$ cat src/rtl/chan_stream_mux.sv
// Multi-channel stream mux with static or round-robin channel selection
// feeding a single registered output beat with valid/ready handshake.
module chan_stream_mux #(
  parameter int WIDTH = 4,
  parameter int NCH   = 4,
  parameter int SELW  = 2
) (
  input  logic                 clk,
  input  logic                 rst_n,
  input  logic [NCH*WIDTH-1:0] in_data,
  input  logic [NCH-1:0]       in_valid,
  output logic [NCH-1:0]       in_ready,
  input  logic                 mode,
  input  logic [SELW-1:0]      sel,
  output logic [WIDTH-1:0]     out_data,
  output logic                 out_valid,
  output logic [SELW-1:0]      out_chan,
  input  logic                 out_ready
);

  typedef enum logic {
    EMPTY = 1'b0,
    FULL  = 1'b1
  } state_t;

  state_t            state;
  state_t            state_nxt;
  logic              load;
  logic              xfer;
  logic              gnt_vld;
  logic [SELW-1:0]   gnt_idx;
  logic [WIDTH-1:0]  gnt_data;
  logic [SELW-1:0]   ptr;
  int                k;

  // Static mode grants sel only when it names a real channel.
  always_comb begin
    gnt_vld = 1'b0;
    gnt_idx = '0;
    k       = 0;
    if (mode) begin
      for (int i = 0; i < NCH; i++) begin
        k = (int'(ptr) + 1 + i) % NCH;
        if (!gnt_vld && in_valid[k]) begin
          gnt_vld = 1'b1;
          gnt_idx = SELW'(k);
        end
      end
    end else begin
      for (int c = 0; c < NCH; c++) begin
        if (sel == SELW'(c)) begin
          gnt_vld = in_valid[c];
          gnt_idx = sel;
        end
      end
    end
  end

  always_comb begin
    gnt_data = '0;
    for (int c = 0; c < NCH; c++) begin
      if (gnt_idx == SELW'(c)) begin
        gnt_data = in_data[c*WIDTH +: WIDTH];
      end
    end
  end

  always_comb begin
    load      = (state == EMPTY) | out_ready;
    xfer      = load & gnt_vld;
    state_nxt = state;
    in_ready  = '0;
    for (int c = 0; c < NCH; c++) begin
      in_ready[c] = rst_n & xfer & (gnt_idx == SELW'(c));
    end
    if (load) begin
      state_nxt = gnt_vld ? FULL : EMPTY;
    end
  end

  always_ff @(posedge clk or negedge rst_n) begin
    if (!rst_n) begin
      state <= EMPTY;
    end else begin
      state <= state_nxt;
    end
  end

  always_ff @(posedge clk or negedge rst_n) begin
    if (!rst_n) begin
      out_data <= '0;
      out_chan <= '0;
      ptr      <= SELW'(NCH - 1);
    end else if (xfer) begin
      out_data <= gnt_data;
      out_chan <= gnt_idx;
      if (mode) begin
        ptr <= gnt_idx;
      end
    end
  end

  assign out_valid = (state == FULL);

endmodule

$ cat config.mk
export PLATFORM = sky130hd
export DESIGN_NAME = chan_stream_mux
export DESIGN_NICKNAME = d
export VERILOG_FILES = /design/src/rtl/chan_stream_mux.sv
export SDC_FILE = /design/constraint.sdc
export NUM_CORES = 1
export LEC_CHECK = 0
export ABC_AREA = 1
export CAP_MARGIN = 20
export CORE_MARGIN = 1.5
export CORE_UTILIZATION = 30
export CTS_BUF_LIST = sky130_fd_sc_hd__clkbuf_16
export DETAILED_ROUTE_END_ITERATION = 8
export PLACE_DENSITY_LB_ADDON = 0.08
export SYNTH_ARGS = -nofsm -noshare
export SYNTH_HDL_FRONTEND = slang
export SYNTH_SLANG_ARGS = --single-unit
export TNS_END_PERCENT = 5
$ cat constraint.sdc
create_clock -name clk -period 3.59 [get_ports clk]
set_input_delay 1.077 -clock clk [delete_from_list [all_inputs] [get_ports clk]]
set_output_delay 1.077 -clock clk [all_outputs]
set_load 0.1 [all_outputs]
==> flow_summary_export.csv <==
group,metric,value,unit
placed_design,dp_hpwl,2.16,mm
setup_path,endpoint_kind,"primary output",
drt,dr.pass1.iters,4,
setup_path,reg2reg_slack,1.26,ns
grt,grt_pass1_vias,1020,
synthesis,syn_avg_cell_area,6.63,µm²
setup_path,path_class,"in2out",
synthesis,ys_seq_elements,9,
clock_network,numCtsBuffers,3,
clock_network,clock_latency,0.23,ns
grt,grt_util_all_layers,16.1,%
synthesis,netlist_top_cells_area,"nand2_1 19%, dfrtp_1 18%, nand3_1 9.0%",
timing,tns,0,ns
setup_path,worstReg2RegStart,"ptr[0]",
drt,route.detailed.drc,0,
synthesis,synth_ff_type,"dfrtp_1",
synthesis,synthesis.area,948,µm²
synthesis,synthArstFlopShare,100,%
setup_path,critPathBufInv,4,
worst_hold_path,hold_depth,2,
drt,ant_nets,0,
synthesis,ys.warnings.count,0,
clock_network,cts_sinks,9,
synthesis,synth-seq-area-share,24.0,%
clock_network,clk_pin_slew,0.04,ns
timing,hold_viol,0,
floorplanning,die_area,3510,µm²
setup_path,crit_required,2.51,ns
synthesis,synth-edff-count,0,
drt,routedWlPerCell,10.5,µm
synthesis,netlist_top_cells_count,"47 x nand2_1, 17 x nand3_1, 11 x inv_1",
pwr,p_leak,0.848,nW
setup_path,cp-endpoint,"in_ready[0]",
timing,worstMarginPinSlew,0.283,ns
setup_path,start_kind,"primary input",
cells_and_area,utilization,56.9,%
setup_path,reg2reg_depth,16,
setup_path,crit_arrival,2.42,ns
cells_and_area,antenna_cells,0,
clock_network,cts_hold_buf,0,
grt,grt_max_degree,13,
pwr,vdd_drop_max,0.338,mV
setup_path,critPathMaxFanout,4,
timing,finalSetupViolations,0,
synthesis,synth.most_common_cell,"nand2_1",
setup_path,path_delay_family,"simple AND/OR/NAND/NOR gates",
outcome,status,"complete, no violations",
placed_design,io_buffers,36,
timing,fmax,286,MHz
setup_path,path_cells,"buf_6 > inv_2 > nand2_2 > nand3_2 > nand2_2 > nor2_4 > nand3_2 > nand2_2 > inv_4 > nor2_4 > nor2_4 > nand2_4 > nor3_4 > buf_12",
setup_path,slowest_stage,"nor3_4",
clock_network,h-tree-depth,1,
clock_network,clk_path_buf_depth,2,
synthesis,synth.net_count,169,
drt,via_per_inst,4.40,
clock_network,tritoncts,"built",
pwr,powerDensity,917,nW/µm²
setup_path,cp.depth,14,
floorplanning,fp.dieH,59.2,µm
job,max_cap_viol_count,0,
floorplanning,core,3030,µm²
floorplanning,pin_count,37,
timing,post-route-min-period,3.49,ns
timing,slew_violations,0,
timing,slew_headroom,81.3,%
drt,vias,1068,
placed_design,gp_congestion,0.767,
cells_and_area,finalNetCount,226,
drt,drt_wl_total,2.56,mm
drt,drt-initial-drc-count,46,
clock_network,root_buffer,"clkbuf_16",
floorplanning,start_util,31.3,%
cells_and_area,drive_above_1_share,47.7,%
floorplanning,rows,20,
setup_path,cp-startpoint,"in_valid[3]",
setup_path,critical-path-max-stage-delay,0.21,ns
timing,period_share,97.3,%
synthesis,yosys.area.top_type,"nand2_1",
synthesis,synth_top_area_share,18.6,%
grt,overflow,0,
floorplanning,die_width,59.2,µm
grt,grt_pass1_wl,4.38,mm
grt,grt_antenna_before_repair,0,
synthesis,yosysUniqueCellTypes,22,
timing,rsz0062_at_grt,"no",
cells_and_area,area_delta_synth_final,81.8,%
synthesis,syn_inst,143,
timing,finalClockSkew,0.00134,ns
worst_hold_path,hold_path.class,"reg2reg",
setup_path,reg2reg_to,"out_data[0]",
cells in the final DEF (no fill, tap or decap), drive strengths merged:
cell type / netlist / final
clkdlybuf4s50: 0 / 18
dfrtp: 7 / 7
nand4: 1 / 1
buf: 3 / 34
dfstp: 2 / 2
nand2: 62 / 62
a21oi: 1 / 1
nor3: 4 / 4
nor2: 11 / 11
inv: 17 / 18
nand3: 17 / 17
nand3b: 4 / 4
clkbuf: 0 / 3
o21ai: 12 / 12
dlygate4sd2: 0 / 3
o2111ai: 1 / 1
o21bai: 1 / 1
state kept, by name, indices dropped and copies added, names as in the netlist:
| register | count |
|---|---|
| ptr | 2 |
| out_chan | 2 |
| out_data | 4 |
| out_valid | 1 |
tightest hold or removal path, cell delays in order (launching register included):
cell	delay, ns
dfrtp_1	0.34
nand2_1	0.06
nand2_1	0.06
per-layer routing:
metal,global-route usage (%),vias up,wire length [µm]
met5,0,-,0
met4,0.974,0,0
met3,4.15,0,108
met2,28.6,23,1320
met1,20.4,475,1130
li1,-,570,-
logic make-up (layout without fill, tap and decap cells):
group	count (synthesis)	count (layout)	share of synthesized area [%]
AND/OR/NAND/NOR	99	99	53.8
flip-flops	9	9	24.0
AO/OA/AOI/OAI	15	15	11.3
buffers and inverters	20	76	10.8
power by group:
part	switching, mW	leakage, nW	internal (mW)
Combinational	0.790	0.700	0.392
Sequential	0.0525	0.106	0.157
Clock	0.0448	0.0423	0.145
Total	0.887	0.848	0.694
worst min path at each step:
stage,start,to,slack (ns)
6_report,out_data[2],out_data[2],0.49
3_5_place_dp,out_data[1],out_data[1],0.48
5_1_grt,out_data[1],out_data[1],0.51
2_1_floorplan,ptr[1],ptr[1],0.57
3_3_place_gp,out_data[1],out_data[1],0.47
4_1_cts,out_data[1],out_data[1],0.49
through the flow:
step,instance area [µm²],hold WS [ns],worst slack [ns],instances,total power [mW]
after CTS,1670,0.490,0.0170,241,1.57
after global routing,1720,0.514,0.00307,243,1.69
after global placement,1610,0.467,-0.429,236,1.36
final,1720,0.490,0.0974,243,1.58
after detailed placement,1610,0.477,-0.452,236,1.37
after floorplan,1080,0.570,-0.201,143,1.10
final cells by class:
class / count / area [µm²]
clock buffers: 3 / 75.1
clock inverters: 1 / 3.75
fillers: 299 / 1300
inverters: 17 / 68.8
multi-input cells: 114 / 771
flip-flops and latches: 9 / 228
well taps: 44 / 55.1
repair buffers: 55 / 523
repair_timing:
action	CTS	global route
setup buffers	1	2
gates resized for setup	19	15
cloned	0	0
pin swaps	5	9
endpoints found under the setup margin	4	4
Power figures use the tool's default switching activity.
